<file path="config.mk">
export PLATFORM = sky130hd
export DESIGN_NAME = twos_comp_seq
export DESIGN_NICKNAME = d
export VERILOG_FILES = /design/src/rtl/twos_comp_pkg.sv /design/src/rtl/twos_comp_bitcell.sv /design/src/rtl/twos_comp_seq.sv
export SDC_FILE = /design/constraint.sdc
export NUM_CORES = 1
export LEC_CHECK = 0
export CAP_MARGIN = 10
export CORE_UTILIZATION = 46
export DETAILED_ROUTE_END_ITERATION = 6
export PLACE_DENSITY_LB_ADDON = 0.3
export SYNTH_ARGS = -nofsm -noshare
export SYNTH_HDL_FRONTEND = slang
export SYNTH_HIERARCHICAL = 1
export SYNTH_SLANG_ARGS = --single-unit
</file>
<file path="constraint.sdc">
create_clock -name clk -period 3.6 [get_ports clk]
set_clock_uncertainty 0.15 [all_clocks]
set_input_delay 0.72 -clock clk [delete_from_list [all_inputs] [get_ports clk]]
set_output_delay 0.72 -clock clk [all_outputs]
set_load 0.01 [all_outputs]
</file>
<file path="src/rtl/twos_comp_pkg.sv">
// Shared types and helpers for the bit-serial two's-complement sequencer.
// Holds the FSM encoding, the default width and the pulse-index mapping.
package twos_comp_pkg;

    typedef enum logic [1:0] {
        IDLE = 2'd0,
        LOAD = 2'd1,
        COMP = 2'd2,
        DONE = 2'd3
    } state_t;

    localparam int N_BITS = 8;

    // T[0] marks the load cycle; T[k] marks the step that processes bit k-1.
    function automatic int unsigned pulse_index(input logic is_load, input int unsigned step);
        return is_load ? 32'd0 : step + 32'd1;
    endfunction

endpackage

</file>
<file path="src/rtl/twos_comp_bitcell.sv">
// One serial step of the two's-complement chain: invert the operand bit,
// then add the running +1 carry.
module twos_comp_bitcell (
    input  logic b,
    input  logic carry_in,
    output logic bbar,
    output logic sum,
    output logic carry_out
);

    assign bbar      = ~b;
    assign sum       = bbar ^ carry_in;
    assign carry_out = bbar & carry_in;

endmodule

</file>
<file path="src/rtl/twos_comp_seq.sv">
// Sequencer for the bit-serial two's-complement datapath: accepts an operand,
// walks one-hot timing pulses through the +1 chain and hands back the result.
module twos_comp_seq
    import twos_comp_pkg::*;
#(
    parameter int n_bits = N_BITS
) (
    input  logic              clk,
    input  logic              rst_n,
    input  logic              in_valid,
    output logic              in_ready,
    input  logic [n_bits-1:0] B,
    output logic [n_bits:0]   T,
    output logic [n_bits-1:0] Bbar,
    output logic              out_valid,
    input  logic              out_ready,
    output logic [n_bits-1:0] result,
    output logic              carry_out,
    output logic              ovf,
    output logic              busy
);

    localparam int pulses = n_bits + 1;
    localparam int IDX_W  = $clog2(n_bits);
    localparam logic [IDX_W-1:0]  IDX_LAST = IDX_W'(n_bits - 1);
    localparam logic [n_bits-1:0] MOST_NEG = {1'b1, {(n_bits-1){1'b0}}};

    state_t            state_reg, state_next;
    logic [IDX_W-1:0]  idx_reg, idx_next;
    logic [pulses-1:0] t_reg, t_next;
    logic [n_bits-1:0] breg_reg;
    logic [n_bits-1:0] bbar_reg;
    logic [n_bits-1:0] result_reg;
    logic              carry_reg;
    logic              carry_out_reg;
    logic              ovf_reg;

    logic cell_bbar, cell_sum, cell_carry;

    twos_comp_bitcell u_bitcell (
        .b         (breg_reg[idx_reg]),
        .carry_in  (carry_reg),
        .bbar      (cell_bbar),
        .sum       (cell_sum),
        .carry_out (cell_carry)
    );

    always_ff @(posedge clk or negedge rst_n) begin
        if (!rst_n) begin
            state_reg <= IDLE;
            idx_reg   <= '0;
            t_reg     <= '0;
        end else begin
            state_reg <= state_next;
            idx_reg   <= idx_next;
            t_reg     <= t_next;
        end
    end

    // T is registered from the next state so the pulse lines up with the state it marks.
    always_comb begin
        state_next = state_reg;
        idx_next   = idx_reg;
        t_next     = '0;
        case (state_reg)
            IDLE: begin
                if (in_valid) begin
                    state_next = LOAD;
                    idx_next   = '0;
                end
            end
            LOAD: state_next = COMP;
            COMP: begin
                if (idx_reg == IDX_LAST) begin
                    state_next = DONE;
                end else begin
                    idx_next = idx_reg + 1'b1;
                end
            end
            DONE: begin
                if (out_ready) begin
                    state_next = IDLE;
                end
            end
            default: state_next = IDLE;
        endcase
        case (state_next)
            LOAD:    t_next = pulses'(1) << pulse_index(1'b1, 32'd0);
            COMP:    t_next = pulses'(1) << pulse_index(1'b0, 32'(idx_next));
            default: t_next = '0;
        endcase
    end

    always_ff @(posedge clk or negedge rst_n) begin
        if (!rst_n) begin
            breg_reg      <= '0;
            bbar_reg      <= '0;
            result_reg    <= '0;
            carry_reg     <= 1'b0;
            carry_out_reg <= 1'b0;
            ovf_reg       <= 1'b0;
        end else begin
            case (state_reg)
                IDLE: begin
                    if (in_valid) begin
                        breg_reg  <= B;
                        carry_reg <= 1'b1;
                    end
                end
                COMP: begin
                    bbar_reg[idx_reg]   <= cell_bbar;
                    result_reg[idx_reg] <= cell_sum;
                    carry_reg           <= cell_carry;
                    if (idx_reg == IDX_LAST) begin
                        carry_out_reg <= cell_carry;
                        ovf_reg       <= (breg_reg == MOST_NEG);
                    end
                end
                default: ;
            endcase
        end
    end

    assign in_ready  = (state_reg == IDLE);
    assign busy      = (state_reg != IDLE);
    assign out_valid = (state_reg == DONE);
    assign T         = t_reg;
    assign Bbar      = bbar_reg;
    assign result    = result_reg;
    assign carry_out = carry_out_reg;
    assign ovf       = ovf_reg;

endmodule
</file>
## Word-level counts from Yosys, hierarchy flattened

Cells that the tools add are included.

- Register bits after elaboration: 41
- Bits of input ports: 12
- Output and inout port bits: 30
- Logic and storage cells: 48

- Add/subtract/negate cells: 2
- Order comparisons: 2
- Equal/unequal tests: 8
- Shifts and indexed selects: 1
- Multiplexer cells: 16
- Bitwise operators: 3
- Reduce and logical (&&, ||, !) cells: 7

Operators by type and width:

| kind | count |
|---|---|
| $pmux W9 S2 | 1 |
| $bwmux W8 | 2 |
| $shl A1 B4 Y9 const A | 1 |
| $eq A8 B8 Y1 const B | 1 |
| $pmux W2 S4 | 1 |
| $eq A2 B2 Y1 const B | 3 |
| $mux W2 | 3 |
| $mux W3 | 2 |
| $pmux W3 S2 | 1 |
| $reduce_and A2 Y1 | 3 |
| $add A3 B1 Y4 const B | 1 |
| $eq A2 B1 Y1 const B | 2 |
| $lt A3 B4 Y1 const B | 1 |
| $reduce_bool A2 Y1 | 2 |
| $add A3 B1 Y3 const B | 1 |
| $bmux W1 S3 | 1 |
| $demux W1 S3 | 1 |
| $eq A3 B3 Y1 const B | 1 |
| $ge A3 B1 Y1 const B | 1 |
| $mux W1 | 3 |
| $logic_not A2 Y1 | 1 |
| $ne A2 B2 Y1 const B | 1 |
| $pmux W1 S2 | 1 |
| $and A1 B1 Y1 | 1 |
| 3 further kinds | 3 |

## Longest topological paths before layout

- Word-level depth: 6
- Gate-level depth with buffers: 9

## By module

The synthesis kept the hierarchy.

Modules (own cells, without submodules):

| module | times used | cells an instance | area an instance (um2) | sequential area each (um2) |
|---|---|---|---|---|
| twos_comp_seq | 1 | 136 | 1829.3 | 1026.0 |
| twos_comp_bitcell | 1 | 2 | 16.3 | 0.0 |

## Worst setup path after synthesis

Ideal clock, no wire load.

- Path type: register to register
- Start: register idx_reg[1]
- End: register result_reg[7] (netlist: result[7])
- Library setup time: 0.128 ns
- Data arrival time: 2.013 ns
- Setup slack: 1.309 ns
- Stages on the path, launching flop included: 7
- Clock period less this slack: 2.291 ns
- Cells stage by stage: dfrtp_1 -> buf_2 -> mux4_2 -> mux2_2 -> inv_1 -> ha_1 -> mux2_1

- Word-level cells in the longest chain between the ends: 5

RTL lines:

| element | line | RTL |
|---|---|---|
| start, declared | twos_comp_seq.sv:29 | `logic [IDX_W-1:0] idx_reg, idx_next;` |
| start signal, assigned | twos_comp_seq.sv:55 | `idx_reg <= idx_next;` |
| $bmux W1 S3 | twos_comp_seq.sv:41 | `.b (breg_reg[idx_reg]),` |
| $mux W1 (not written as such) | twos_comp_seq.sv:41 |  |
| $not A1 Y1 | twos_comp_bitcell.sv:11 | `assign bbar = ~b;` |
| net cell_bbar | twos_comp_seq.sv:38 | `logic cell_bbar, cell_sum, cell_carry;` |
| $xor A1 B1 Y1 | twos_comp_bitcell.sv:12 | `assign sum = bbar ^ carry_in;` |
| net cell_sum | twos_comp_seq.sv:38 |  |
| $bwmux W8 | twos_comp_seq.sv:112 | `result_reg[idx_reg] <= cell_sum;` |
| end signal, assigned by index | twos_comp_seq.sv:112 |  |
| end, declared | twos_comp_seq.sv:33 | `logic [n_bits-1:0] result_reg;` |

The timed path passes the listed nets, and every way through them passes these cells. The select of a mux whose other input is x is not followed.
A chain may end at the register's enable or synchronous reset.

## Final worst setup path

Same ends and word-level chain as after synthesis.

==> impl_table.tex <==
\begin{tabular}{lr}
\hline
Metric & Value \\
\hline
\multicolumn{2}{l}{\textbf{Cells and area}} \\
\quad Non-filler instance count after layout & 229 \\
\quad Area growth from synthesis to final layout & 27.6\% \\
\quad Proportion of layout cells with a drive suffix above 1 & 0.116 \\
\quad \# nets final & 196 \\
\quad Largest register FFs & 9 \\
\quad FF+latch area & 1030 um\^{}2 \\
\quad Multi-input logic area & 757 um\^{}2 \\
\quad Count of inserted antenna diode cells & 0 \\
\quad Fill cell count & 315 \\
\multicolumn{2}{l}{\textbf{Worst setup path}} \\
\quad WP data required & $\sim$3.6 ns \\
\quad Critical Path Slowest Stage Cell & sky130\_fd\_sc\_hd\_\_dfrtp\_1 \\
\quad Worst-path cell chain & mux4\_2 -> mux2\_2 -> inv\_1 -> ha\_1 -> mux2\_1 \\
\quad Delay of the slowest cell on the worst path & 0.63 ns \\
\quad Type of destination of the critical path & register \\
\quad Crit start category & register \\
\quad Largest fanout on the critical path & 10 \\
\quad R2r startpoint & idx\_reg[1] \\
\quad Worst path arrival time & 2.65 ns \\
\quad Worst setup startpoint & idx\_reg[1] \\
\quad Worst Setup Path Type & register to register \\
\multicolumn{2}{l}{\textbf{Floorplan}} \\
\quad Area of the core region & around 3700 um\^{}2 \\
\quad Die W & 65.3 um \\
\quad Height of the chip & 65.3 um \\
\quad Initial Util & 0.493 \\
\quad Ports & 42 \\
\quad Standard-cell rows & 22 \\
\quad Die ar. & 4270 um\^{}2 \\
\multicolumn{2}{l}{\textbf{Pwr}} \\
\quad Static leakage & roughly 1.0 nW \\
\quad Clock share of power & 0.127 \\
\quad Pwr dens & 933 nW/um\^{}2 \\
\quad Combinational cell fraction of total power & 0.495 \\
\quad Switching Power & 0.828 mW \\
\quad Power share of the sequential group & 0.378 \\
\quad Internal cell power & $\sim$1.4 mW \\
\quad Fraction of power spent switching nets & 0.377 \\
\quad Highest ir drop seen on vdd & around 450 uV \\
\multicolumn{2}{l}{\textbf{Placed design}} \\
\quad Dpl hpwl & 2490 um \\
\quad Worst slack, placed & between 0.8 and 0.9 ns \\
\quad Final Wtd Congestion & approximately 0.77 \\
\quad Count of port buffers added during placement & 41 \\
\quad Inst Count DP & 221 \\
\multicolumn{2}{l}{\textbf{Min path}} \\
\quad Beginning of the worst hold path & result[5] \\
\quad Type of the most critical hold path & register to register \\
\multicolumn{2}{l}{\textbf{Clock network}} \\
\quad Buffer levels on the longest clock path & 2 \\
\quad H-tree depth & 2 \\
\quad Clock Root Buffer & sky130\_fd\_sc\_hd\_\_clkbuf\_8 \\
\quad Hold bufs inserted after CTS & 0 \\
\quad Clock slew seen by the registers of the worst setup and hold paths & 0.07 ns \\
\quad Clock latency on the worst-skew pair & 0.29 ns \\
\quad CTS-repair resized insts & 0 \\
\quad Sinks on the clock net & 41 \\
\quad Number of setup buffers added after CTS & 0 \\
\quad Number of buffers created by CTS & 5 \\
\quad CTS tree & done \\
\multicolumn{2}{l}{\textbf{Timing}} \\
\quad Worst setup slack after layout & about 0.97 ns \\
\quad Timing-limited maximum frequency & 380 MHz \\
\quad Normalized max-slew margin & 0.427 \\
\quad Final count of negative-setup-slack endpoints & 0 \\
\quad Final critical-path share of the clock period & 0.731 \\
\quad Fin. Hold Viols & 0 \\
\quad Transition time at the pin with the least slew margin & between 0.8 and 0.9 ns \\
\quad Min Hold Slack & 0.334 ns \\
\quad Max-slew violation count & 0 \\
\quad Min Clock Period, post-route & 2.63 ns \\
\quad Total Neg Setup Slack & 0 ns \\
\quad RSZ-0062 raised after global routing & false \\
\multicolumn{2}{l}{\textbf{GRT}} \\
\quad Total global routing overflow & 0 \\
\quad Overall fraction of global-route tracks in use & 0.188 \\
\quad Global-route wire length before repair & 6010 um \\
\quad Largest net degree at the start of global routing & 42 \\
\quad Via count of the first global-routing pass & 1282 \\
\quad Initial antenna violation count & 0 \\
\multicolumn{2}{l}{\textbf{Synth}} \\
\quad Dominant synthesized flop cell & sky130\_fd\_sc\_hd\_\_dfrtp\_1 \\
\quad Count of different cell masters after synthesis & 36 \\
\quad Area share of the largest cell type after synthesis & 0.556 \\
\quad FFs w/ async S/R, synth & 1.00 \\
\quad Number of synthesized flops with an enable pin & 0 \\
\quad Largest area contributor in the netlist & sky130\_fd\_sc\_hd\_\_dfrtp\_1 \\
\quad \#FFs+latches synth & 41 \\
\quad Synthesized area per cell & 13.4 um\^{}2 \\
\quad Syn Nets & 154 \\
\quad Yosys warning count & 6 \\
\quad Leading cell types by total area after synthesis & sky130\_fd\_sc\_hd\_\_dfrtp\_1, sky130\_fd\_sc\_hd\_\_mux2\_1, sky130\_fd\_sc\_hd\_\_ha\_1 \\
\quad Gate Count Post-Synth & 138 \\
\quad Sequential-to-total area share from yosys stat & 0.556 \\
\quad Cell area after technology mapping & 1850 um\^{}2 \\
\multicolumn{2}{l}{\textbf{Routing}} \\
\quad Mean routed wirelength per cell & 14.7 um \\
\quad Number of iterations in the first detailed-routing pass & 4 \\
\quad Detailed Route Iter0 Violations & 17 \\
\quad Antenna Violating Nets Remaining & 0 \\
\quad Total number of vias & 1183 \\
\quad Vias per cell & approximately 5.2 \\
\quad Detailed Route WL & 3370 um \\
\quad Detailed-route DRC error count & 0 \\
\multicolumn{2}{l}{\textbf{Run}} \\
\quad Total of max-cap violations & 0 \\
\multicolumn{2}{l}{\textbf{Run status}} \\
\quad Run status & finished clean \\
\hline
\end{tabular}
[final cells by class]
| type | instances | area share |
|---|---|---|
| clock buffer | 8 | 0.0340 |
| sequential | 41 | 0.436 |
| timing repair buffer | 41 | 0.172 |
| tap | 48 | 0.0255 |
| multi-input combinational | 84 | 0.321 |
| inverter | 7 | 0.0112 |
[critical path, delay by kind of cell, from the launching register on]
family                     cells  cell delay [ns]
DFF                            1             0.63
muxes                          3             1.16
adders and majority gates      1             0.37
buffers and inverters          1             0.21
[cell families (layout without fill, tap and decap cells)]
kind of cell,Yosys count,in the layout,share of synthesized area
simple gates,39,39,0.138
compound gates,11,11,0.0488
flops,41,41,0.556
mux,30,30,0.197
buf+inv,13,56,0.0339
fa+ha+maj,4,4,0.0271
[cell usage after synthesis, types with 3 or more instances]
master                    count
sky130_fd_sc_hd__a21oi_1      3
sky130_fd_sc_hd__and4_1       3
sky130_fd_sc_hd__buf_2        5
sky130_fd_sc_hd__dfrtp_1     41
sky130_fd_sc_hd__ha_1         4
sky130_fd_sc_hd__inv_1        4
sky130_fd_sc_hd__inv_2        3
sky130_fd_sc_hd__mux2_1      24
sky130_fd_sc_hd__nand2_1      4
sky130_fd_sc_hd__nand3_1      3
sky130_fd_sc_hd__nor2_1       7
sky130_fd_sc_hd__nor2b_1      3
sky130_fd_sc_hd__nor3_1       3
[worst paths after layout]
check | end | cells past startpoint | slack, ns
setup / recovery | result[7] | 5 | 0.97
hold / removal | result[5] | 1 | 0.33
setup reg to reg | result[7] | 5 | 0.97
hold reg to reg | result[5] | 1 | 0.33
max in group asynchronous | idx_reg[1] | 1 | 2.37
min in group asynchronous | Bbar[3] | 1 | 0.39
[stage by stage]
step	total power, mW	util	instance area (um^2)
4_1_cts	2.22	0.629	2350
5_1_grt	2.36	0.629	2350
3_3_place_gp	1.88	0.608	2270
2_1_floorplan	1.51	-	1850
3_5_place_dp	1.94	0.608	2270
6_report	2.20	0.629	2350
[power groups by stage]
stage | sequential [mW] | combinational, mW | clock [mW]
after floorplan | 0.808 | 0.703 | 0
after global placement | 0.820 | 1.06 | 0
after detailed placement | 0.842 | 1.09 | 0
after CTS | 0.832 | 1.10 | 0.290
after global routing | 0.858 | 1.19 | 0.311
final | 0.830 | 1.09 | 0.280
[cell usage in the layout (no fill, tap or decap), types with 2 or more instances in the layout]
cell                              instances
sky130_fd_sc_hd__dfrtp_1                 41
sky130_fd_sc_hd__clkdlybuf4s50_1         40
sky130_fd_sc_hd__mux2_1                  24
sky130_fd_sc_hd__nor2_1                   7
sky130_fd_sc_hd__clkbuf_8                 5
sky130_fd_sc_hd__inv_1                    4
sky130_fd_sc_hd__nand2_1                  4
sky130_fd_sc_hd__ha_1                     4
sky130_fd_sc_hd__inv_2                    3
sky130_fd_sc_hd__nor2b_1                  3
sky130_fd_sc_hd__a21oi_1                  3
sky130_fd_sc_hd__and4_1                   3
sky130_fd_sc_hd__nand3_1                  3
sky130_fd_sc_hd__nor3_1                   3
sky130_fd_sc_hd__clkbuf_1                 3
sky130_fd_sc_hd__and2_1                   2
sky130_fd_sc_hd__o21ai_1                  2
sky130_fd_sc_hd__nand2b_1                 2
sky130_fd_sc_hd__nor4_2                   2
sky130_fd_sc_hd__mux4_2                   2
sky130_fd_sc_hd__mux2_2                   2
sky130_fd_sc_hd__nor3b_2                  2
sky130_fd_sc_hd__nand3b_1                 2
[routing by layer]
layer | routed length, um | global-route usage | vias to the layer above
met5 | 0 | 0 | -
met4 | 61 | 0.0815 | 0
met3 | 161 | 0.0486 | 5
met2 | 1660 | 0.314 | 30
met1 | 1490 | 0.230 | 582
li1 | - | - | 566
(Power assumes the default switching activity.)
